<file path="config.mk">
export PLATFORM = sky130hd
export DESIGN_NAME = fsx_timing_gen_flat
export DESIGN_NICKNAME = d
export VERILOG_FILES = /design/src/rtl/fsx_timing_gen_if.sv /design/src/rtl/fsx_timing_gen.sv /design/src/flat_wrapper.sv
export SDC_FILE = /design/constraint.sdc
export NUM_CORES = 1
export LEC_CHECK = 0
export CELL_PAD_IN_SITES_DETAIL_PLACEMENT = 0
export CELL_PAD_IN_SITES_GLOBAL_PLACEMENT = 1
export CORE_MARGIN = 2
export CORE_UTILIZATION = 44
export CTS_CLUSTER_SIZE = 16
export DETAILED_ROUTE_END_ITERATION = 10
export GPL_ROUTABILITY_DRIVEN = 0
export PLACE_DENSITY = 0.83
export SLEW_MARGIN = 10
export SYNTH_ARGS = -nofsm -noshare
export SYNTH_HDL_FRONTEND = slang
export SYNTH_SLANG_ARGS = --single-unit
</file>
<file path="constraint.sdc">
create_clock -name clkPixel -period 5 [get_ports clkPixel]
set_clock_uncertainty 0.15 [all_clocks]
set_input_delay 1.25 -clock clkPixel [delete_from_list [all_inputs] [get_ports clkPixel]]
set_output_delay 1.25 -clock clkPixel [all_outputs]
set_load 0.05 [all_outputs]
</file>
<file path="src/rtl/fsx_timing_gen_if.sv">
// Timing bundle between the FSX timing generator and its consumers:
// run/scale requests in, raster position, syncs and strobes out.
interface fsx_timing_gen_if #(
    parameter int CNT_W = 12
);
    logic             enable;
    logic [1:0]       scale_log2;
    logic [CNT_W-1:0] h_count;
    logic [CNT_W-1:0] v_count;
    logic [CNT_W-1:0] x_pix;
    logic [CNT_W-1:0] y_pix;
    logic             hsync;
    logic             vsync;
    logic             csync;
    logic             blank;
    logic             line_start;
    logic             frameDrawn;
    logic             running;
    logic [15:0]      frame_count;

    modport master (
        input  enable, scale_log2,
        output h_count, v_count, x_pix, y_pix,
        output hsync, vsync, csync, blank,
        output line_start, frameDrawn, running, frame_count
    );

    modport slave (
        output enable, scale_log2,
        input  h_count, v_count, x_pix, y_pix,
        input  hsync, vsync, csync, blank,
        input  line_start, frameDrawn, running, frame_count
    );
endinterface

</file>
<file path="src/rtl/fsx_timing_gen.sv">
// Parametrised video timing generator for the FSX pipeline.
// All outputs are registered from the next raster position, so none skew.
module fsx_timing_gen #(
    parameter int CNT_W     = 12,
    parameter int H_ACTIVE  = 640,
    parameter int H_FP      = 16,
    parameter int H_SYNC    = 96,
    parameter int H_BP      = 48,
    parameter int V_ACTIVE  = 480,
    parameter int V_FP      = 10,
    parameter int V_SYNC    = 2,
    parameter int V_BP      = 33,
    parameter bit HS_POL    = 1'b0,
    parameter bit VS_POL    = 1'b0,
    parameter int SCALE_MAX = 2,
    parameter int PREFETCH  = 8
) (
    input  logic          clkPixel,
    input  logic          reset,
    fsx_timing_gen_if.master tif
);
    localparam int H_TOTAL = H_ACTIVE + H_FP + H_SYNC + H_BP;
    localparam int V_TOTAL = V_ACTIVE + V_FP + V_SYNC + V_BP;

    localparam logic [CNT_W-1:0] H_END  = CNT_W'(H_TOTAL - 1);
    localparam logic [CNT_W-1:0] V_END  = CNT_W'(V_TOTAL - 1);
    localparam logic [CNT_W-1:0] H_ACT  = CNT_W'(H_ACTIVE);
    localparam logic [CNT_W-1:0] V_ACT  = CNT_W'(V_ACTIVE);
    localparam logic [CNT_W-1:0] HS_ON  = CNT_W'(H_ACTIVE + H_FP);
    localparam logic [CNT_W-1:0] HS_OFF = CNT_W'(H_ACTIVE + H_FP + H_SYNC);
    localparam logic [CNT_W-1:0] VS_ON  = CNT_W'(V_ACTIVE + V_FP);
    localparam logic [CNT_W-1:0] VS_OFF = CNT_W'(V_ACTIVE + V_FP + V_SYNC);
    localparam logic [CNT_W-1:0] LS_H   = CNT_W'(H_TOTAL - PREFETCH);
    localparam logic [CNT_W-1:0] V_PRE  = CNT_W'(V_ACTIVE - 1);
    localparam logic [1:0]       SC_MAX = 2'(SCALE_MAX);

    typedef enum logic {IDLE, RUN} state_t;

    state_t           state_q, state_d;
    logic [CNT_W-1:0] h_q, h_d;
    logic [CNT_W-1:0] v_q, v_d;
    logic [CNT_W-1:0] x_q, x_d;
    logic [CNT_W-1:0] y_q, y_d;
    logic [1:0]       sc_q, sc_d, sc_in;
    logic [15:0]      fc_q, fc_d;
    logic             hs_q, hs_d;
    logic             vs_q, vs_d;
    logic             cs_q, cs_d;
    logic             bl_q, bl_d;
    logic             ls_q, ls_d;
    logic             fd_q, fd_d;
    logic             run_d, hs_a, vs_a, act;

    assign sc_in = (tif.scale_log2 > SC_MAX) ? SC_MAX : tif.scale_log2;

    always_ff @(posedge clkPixel or negedge reset) begin
        if (!reset) begin
            state_q <= IDLE;
            h_q     <= '0;
            v_q     <= '0;
            x_q     <= '0;
            y_q     <= '0;
            sc_q    <= '0;
            fc_q    <= '0;
            hs_q    <= ~HS_POL;
            vs_q    <= ~VS_POL;
            cs_q    <= 1'b0;
            bl_q    <= 1'b1;
            ls_q    <= 1'b0;
            fd_q    <= 1'b0;
        end else begin
            state_q <= state_d;
            h_q     <= h_d;
            v_q     <= v_d;
            x_q     <= x_d;
            y_q     <= y_d;
            sc_q    <= sc_d;
            fc_q    <= fc_d;
            hs_q    <= hs_d;
            vs_q    <= vs_d;
            cs_q    <= cs_d;
            bl_q    <= bl_d;
            ls_q    <= ls_d;
            fd_q    <= fd_d;
        end
    end

    always_comb begin
        state_d = state_q;
        h_d     = h_q;
        v_d     = v_q;
        sc_d    = sc_q;
        unique case (state_q)
            IDLE: begin
                h_d = '0;
                v_d = '0;
                if (tif.enable) begin
                    state_d = RUN;
                    sc_d    = sc_in;
                end
            end
            RUN: begin
                if (h_q == H_END) begin
                    h_d = '0;
                    if (v_q == V_END) begin
                        v_d = '0;
                        // Stop requests are honoured only here, at frame end.
                        if (!tif.enable) state_d = IDLE;
                        else             sc_d    = sc_in;
                    end else begin
                        v_d = v_q + 1'b1;
                    end
                end else begin
                    h_d = h_q + 1'b1;
                end
            end
            default: state_d = IDLE;
        endcase

        run_d = (state_d == RUN);
        hs_a  = run_d && (h_d >= HS_ON) && (h_d < HS_OFF);
        vs_a  = run_d && (v_d >= VS_ON) && (v_d < VS_OFF);
        act   = run_d && (h_d < H_ACT) && (v_d < V_ACT);
        hs_d  = hs_a ? HS_POL : ~HS_POL;
        vs_d  = vs_a ? VS_POL : ~VS_POL;
        cs_d  = hs_a ^ vs_a;
        bl_d  = !act;
        x_d   = act ? (h_d >> sc_d) : '0;
        y_d   = act ? (v_d >> sc_d) : '0;
        ls_d  = run_d && (h_d == LS_H) &&
                ((v_d < V_PRE) || (v_d == V_END));
        fd_d  = run_d && (h_d == '0) && (v_d == V_ACT);
        fc_d  = fd_d ? fc_q + 16'd1 : fc_q;
    end

    assign tif.h_count     = h_q;
    assign tif.v_count     = v_q;
    assign tif.x_pix       = x_q;
    assign tif.y_pix       = y_q;
    assign tif.hsync       = hs_q;
    assign tif.vsync       = vs_q;
    assign tif.csync       = cs_q;
    assign tif.blank       = bl_q;
    assign tif.line_start  = ls_q;
    assign tif.frameDrawn  = fd_q;
    assign tif.running     = (state_q == RUN);
    assign tif.frame_count = fc_q;
endmodule

</file>
<file path="src/flat_wrapper.sv">
// flat-port wrapper written by rule: the top's interface ports become plain ports
module fsx_timing_gen_flat 
#(
    parameter int CNT_W     = 12,
    parameter int H_ACTIVE  = 640,
    parameter int H_FP      = 16,
    parameter int H_SYNC    = 96,
    parameter int H_BP      = 48,
    parameter int V_ACTIVE  = 480,
    parameter int V_FP      = 10,
    parameter int V_SYNC    = 2,
    parameter int V_BP      = 33,
    parameter bit HS_POL    = 1'b0,
    parameter bit VS_POL    = 1'b0,
    parameter int SCALE_MAX = 2,
    parameter int PREFETCH  = 8
)
  (clkPixel, reset, tif_enable, tif_scale_log2, tif_h_count, tif_v_count, tif_x_pix, tif_y_pix, tif_hsync, tif_vsync, tif_csync, tif_blank, tif_line_start, tif_frameDrawn, tif_running, tif_frame_count);
  fsx_timing_gen_if #(.CNT_W(CNT_W)) tif_i ();
  input  logic clkPixel;
  input  logic reset;
  input wire logic [$bits(tif_i.enable)-1:0] tif_enable;
  input wire logic [$bits(tif_i.scale_log2)-1:0] tif_scale_log2;
  output wire logic [$bits(tif_i.h_count)-1:0] tif_h_count;
  output wire logic [$bits(tif_i.v_count)-1:0] tif_v_count;
  output wire logic [$bits(tif_i.x_pix)-1:0] tif_x_pix;
  output wire logic [$bits(tif_i.y_pix)-1:0] tif_y_pix;
  output wire logic [$bits(tif_i.hsync)-1:0] tif_hsync;
  output wire logic [$bits(tif_i.vsync)-1:0] tif_vsync;
  output wire logic [$bits(tif_i.csync)-1:0] tif_csync;
  output wire logic [$bits(tif_i.blank)-1:0] tif_blank;
  output wire logic [$bits(tif_i.line_start)-1:0] tif_line_start;
  output wire logic [$bits(tif_i.frameDrawn)-1:0] tif_frameDrawn;
  output wire logic [$bits(tif_i.running)-1:0] tif_running;
  output wire logic [$bits(tif_i.frame_count)-1:0] tif_frame_count;
  assign tif_i.enable = tif_enable;
  assign tif_i.scale_log2 = tif_scale_log2;
  assign tif_h_count = tif_i.h_count;
  assign tif_v_count = tif_i.v_count;
  assign tif_x_pix = tif_i.x_pix;
  assign tif_y_pix = tif_i.y_pix;
  assign tif_hsync = tif_i.hsync;
  assign tif_vsync = tif_i.vsync;
  assign tif_csync = tif_i.csync;
  assign tif_blank = tif_i.blank;
  assign tif_line_start = tif_i.line_start;
  assign tif_frameDrawn = tif_i.frameDrawn;
  assign tif_running = tif_i.running;
  assign tif_frame_count = tif_i.frame_count;
  fsx_timing_gen #(.CNT_W(CNT_W), .H_ACTIVE(H_ACTIVE), .H_FP(H_FP), .H_SYNC(H_SYNC), .H_BP(H_BP), .V_ACTIVE(V_ACTIVE), .V_FP(V_FP), .V_SYNC(V_SYNC), .V_BP(V_BP), .HS_POL(HS_POL), .VS_POL(VS_POL), .SCALE_MAX(SCALE_MAX), .PREFETCH(PREFETCH)) u_core (.clkPixel(clkPixel), .reset(reset), .tif(tif_i));
endmodule
</file>
# Yosys cells after proc, flatten, opt, wreduce, memory -nomap -nowiden
# Cells that the tools add are included.
# W data, S select, Z words.
dict set report classes {
  addsub 3
  mul 0
  div 0
  order_cmp 8
  eq_ne 5
  n_shift 2
  mux 18
  bitwise 2
  n_reduce_logical 13
}
# cell n
set ops {}
lappend ops {{$mux W12} 5}
lappend ops {{$eq A12 B10 Y1 const B} 4}
lappend ops {{$pmux W12 S2} 2}
lappend ops {{$lt A12 B9 Y1 const B} 3}
lappend ops {{$add A12 B1 Y12 const B} 2}
lappend ops {{$lt A12 B10 Y1 const B} 2}
lappend ops {{$shr A12 B2 Y12} 2}
lappend ops {{$add A16 B1 Y16 const B} 1}
lappend ops {{$eq A12 B9 Y1 const B} 1}
lappend ops {{$ge A12 B10 Y1 const B} 1}
lappend ops {{$ge A12 B9 Y1 const B} 1}
lappend ops {{$logic_not A12 Y1} 1}
lappend ops {{$logic_and A1 B1 Y1} 10}
lappend ops {{$mux W2} 4}
lappend ops {{$mux W1} 5}
lappend ops {{$pmux W2 S2} 1}
lappend ops {{$gt A2 B2 Y1 const B} 1}
lappend ops {{$pmux W1 S2} 1}
lappend ops {{$logic_not A1 Y1} 1}
lappend ops {{$logic_or A1 B1 Y1} 1}
lappend ops {{$not A1 Y1} 1}
lappend ops {{$xor A1 B1 Y1} 1}
dict set report word_totals {
  ff_bits 73
  latchBits 0
  ramBits 0
  mem_bits_ro 0
  in_bits 5
  wordCells 64
  n_memories 0
}

# Logic depth before layout (Yosys ltp)
dict set report depth {
  ltp_word 8
  depth_mapped 11
  depth_no_buf 10
}

# Worst setup path before layout
# OpenSTA, ideal clock, no wires.
dict set report synth_path {
  kind {flip-flop to flip-flop}
  startpoint {reg u_core.h_q[0], in the netlist u_core.tif.h_count[0]}
  endpoint {reg u_core.fc_q[1], in the netlist u_core.tif.frame_count[1]}
  t_arrival_ps 3348
  t_required_ps 4725
  setup_slack_ps 1377
  path_stages_with_launch 10
  cell_sequence {dfrtp_1 > ha_1 > nand4_1 > o31ai_2 > a21o_1 > o2111ai_1 > or4_1 > buf_6 > nor3_2 > mux2_2}
}
dict set report synth_between {
  elab_chain_cells 6
}
# item line_no
set synth_lines {}
lappend synth_lines {{from (decl)} fsx_timing_gen.sv:40} ;# logic [CNT_W-1:0] h_q, h_d;
lappend synth_lines {{from (signal assigned)} fsx_timing_gen.sv:59} ;# h_q <= '0;
lappend synth_lines {{from (signal assigned)} fsx_timing_gen.sv:73} ;# h_q <= h_d;
lappend synth_lines {{$add A12 B1 Y12 / $eq A12 B10 Y1 (equally long branches)} {fsx_timing_gen.sv:114, fsx_timing_gen.sv:103}}
lappend synth_lines {{$mux W12} fsx_timing_gen.sv:103} ;# if (h_q == H_END) begin
lappend synth_lines {{$pmux W12 S2} fsx_timing_gen.sv:93} ;# unique case (state_q)
lappend synth_lines {{$logic_not A12 Y1} fsx_timing_gen.sv:132} ;# fd_d = run_d && (h_d == '0) && (v_d == V_ACT);
lappend synth_lines {{$logic_and A1 B1 Y1} fsx_timing_gen.sv:132}
lappend synth_lines {{$logic_and A1 B1 Y1 (*)} fsx_timing_gen.sv:132}
lappend synth_lines {{to (signal assigned)} fsx_timing_gen.sv:64} ;# fc_q <= '0;
lappend synth_lines {{to (signal assigned)} fsx_timing_gen.sv:78} ;# fc_q <= fc_d;
lappend synth_lines {{to (decl)} fsx_timing_gen.sv:45} ;# logic [15:0] fc_q, fc_d;
# Mark *: on every way between the ends. The rest lies on a longest branch, timed or not.
# A chain may end at the register's enable or synchronous reset.

# Worst setup path after layout
# Same ends and word-level chain as after synthesis.

==> summary.txt <==
Status
  • Status: completed

Synthesis
  • Leading area contributor after synthesis: dfrtp_1
  • Sequential area share after synthesis: 0.441
  • Distinct cells, synth: 71
  • Avg Cell Area, Syn: between 9 and 10 sq um
  • Cells after Synth: between 400 and 500
  • Top_reg_cell synth: dfrtp_1
  • Register bit total from synthesis: 73
  • Post-Syn Area: 0.00416 sq mm
  • Post-synth EDFFs: 0
  • Ranking of synthesized cells by area: dfrtp_1 (42%), xor2_1 (4.0%), nand2_1 (3.3%)
  • Async SR Flop Fraction: 1.00
  • Synth warn: 0
  • Top-area cell type share of the netlist area: 0.422

Routing
  • ANT nets after route: 0
  • Total Routed Length: roughly 11 mm
  • DR vias: about 3,700
  • Vias/cell: between 5 and 6
  • DRC: 0
  • Routed length per placed instance: ~18 um
  • Initial DRC count: about 250
  • Drt pass-1 iters: 5

Clock tree
  • Post-CTS Setup Repair Bufs: 0
  • Clock Path Buffers: 2
  • Root Driver: clkbuf_8
  • Clock sinks: 73
  • CTS buffer count: 9
  • Hold Buf Count CTS: 0
  • Clock transition at path regs: roughly 0.08 ns
  • TritonCTS clock tree: built
  • H-Tree Depth: 3
  • CTS resizes: 0
  • Worst skew pair latency: 0.36 ns

STA
  • Min cycle time layout: just over 4 ns
  • Max_slew headroom: 0.375
  • Final worst slack: between 0.8 and 0.9 ns
  • Final setup viols: 0
  • Worst-margin pin slew: 0.929 ns
  • TNS Setup: 0 ns
  • Fmax: between 200 and 250 MHz
  • RSZ-0062 raised after global routing: no
  • Slew Limit Fails: 0
  • Final period util: 0.832
  • WHS: ~0.33 ns
  • Hold Fails Final Rpt: 0

Hold path
  • HP Class: reg -> reg

Placement
  • Pre-CTS setup slack: between 0.8 and 0.9 ns
  • Dpl cells: around 610
  • PortBufs: between 70 and 80
  • Placed Area: 0.00498 sq mm
  • Final HPWL DP: roughly 8.1 mm

GRT
  • First-pass GRT wire length: 18.3 mm
  • Gr usage total: 0.230
  • Initial antenna violation count: 0
  • Largest net degree at the start of global routing: 74
  • Grt total ovfl: 0
  • Vias in the first global route: about 3,500

Final layout
  • Layout Cells excl Fill: roughly 620
  • Sequential Area: 0.00183 sq mm
  • Antenna Cells: 0
  • Layout Utilization: 0.563
  • Share of layout cells above drive strength 1: 0.0998
  • # fillers: 834
  • Nets: 515
  • Synth-to-Final Area Change: 24.5%
  • Final Instance Area: 0.00517 sq mm
  • Multi-input logic area: roughly 0.0021 sq mm

Floorplanning
  • Die X: around 100 um
  • Row cnt: 35
  • Core Region: 0.00920 sq mm
  • Die height: between 100 and 150 um
  • Ports: 76
  • Die area: around 0.01 sq mm
  • Initial Util: 0.452

Setup path
  • CP cell instances: ha_1 > and4_1 > nand3_1 > o31a_1 > or3_1 > or4_1 > nor3_2 > mux2_2
  • Slowest CP cell: or4_1
  • Buf/Inv on CP: 0
  • CP max stage delay: roughly 0.9 ns
  • CP required: 5.09 ns
  • Crit. End Element: flop
  • Critical path type: reg -> reg
  • Crit-path leading delay family: simple AND/OR/NAND/NOR gates
  • WP data arrival: 4.25 ns
  • Max FO, Critical Path: 15
  • Worst Setup Start Kind: flop

Run
  • Maximum Capacitance Violations: 0

Power and ir drop
  • Leakage: around 2.3 nW
  • Power Total: ~1.8 mW
  • Power density cells: roughly 360 mW/mm^2
  • VDD IR max: between 200 and 300 uV
-- power breakdown --
group | switching (mW) | internal (mW)
clock | 0.235 | 0.247
sequential | 0.0637 | 0.648
combinational | 0.446 | 0.200
total | 0.744 | 1.09
-- cell families after synthesis --
kind of cell | Yosys count | share of synthesized area
adder cells (fa/ha/maj) | 4 | 0.0120
multiplexers | 16 | 0.0403
flip-flops | 73 | 0.441
AND/OR/NAND/NOR | 185 | 0.263
AO/OA/AOI/OAI | 81 | 0.136
buffers and inverters | 46 | 0.0539
other | 1 | 0.000902
XOR/XNOR | 25 | 0.0527
-- worst paths after layout --
| path | startpoint | end | slack (ns) | depth (start not counted) |
|---|---|---|---|---|
| hold reg to reg | u_core.tif.frame_count[15] | u_core.tif.frame_count[15] | 0.33 | 1 |
| max in group asynchronous | reset | u_core.tif.v_count[3] | 3.22 | 1 |
| setup reg to reg | u_core.tif.h_count[0] | u_core.tif.frame_count[1] | 0.84 | 8 |
| min in group asynchronous | reset | u_core.tif.h_count[1] | 0.87 | 1 |
| hold / removal | u_core.tif.frame_count[15] | u_core.tif.frame_count[15] | 0.33 | 1 |
| setup / recovery | u_core.tif.h_count[0] | u_core.tif.frame_count[1] | 0.84 | 8 |
-- routing by layer --
metal / share of wire / track usage / vias to the layer above
met5: 0 / 0 / -
met4: 0.021 / 0.0863 / 0
met3: 0.080 / 0.0511 / 17
met2: 0.42 / 0.322 / 182
met1: 0.48 / 0.348 / 1773
li1: - / - / 1729
-- cells in the mapped netlist, types with 13 or more instances --
cell,count
nand3_1,23
nand2_1,37
a21oi_1,13
nor2_1,28
nor3_1,13
nand4_1,14
inv_1,22
xor2_1,19
dfrtp_1,70
-- flip-flops by register name, summed over array words and instances (netlist names), 2 cells and up --
signal,cells
u_core.tif.h_count,12
u_core.tif.frame_count,16
u_core.tif.v_count,12
u_core.tif.y_pix,12
u_core.sc_q,2
u_core.tif.x_pix,12
-- final cells by class --
class,count,area share
clock buffer,12,0.0281
inverter,24,0.0174
clock inverter,4,0.0102
sequential,73,0.354
timing repair buffer,82,0.155
tap,111,0.0268
multi-input combinational,316,0.409
-- layout by cell type, fill, tap and decap left out, drive strengths merged, types with 6 or more instances in the layout --
cell type	n
clkdlybuf4s50	74
dfrtp	70
nand2	37
nor2	28
nand3	23
inv	23
nor4	22
xor2	19
nor3	15
nand4	14
a21oi	13
o21ai	13
mux2i	13
a211oi	12
clkbuf	12
o211ai	8
buf	8
xnor2	6
or3	6
Power figures use the tool's default switching activity.
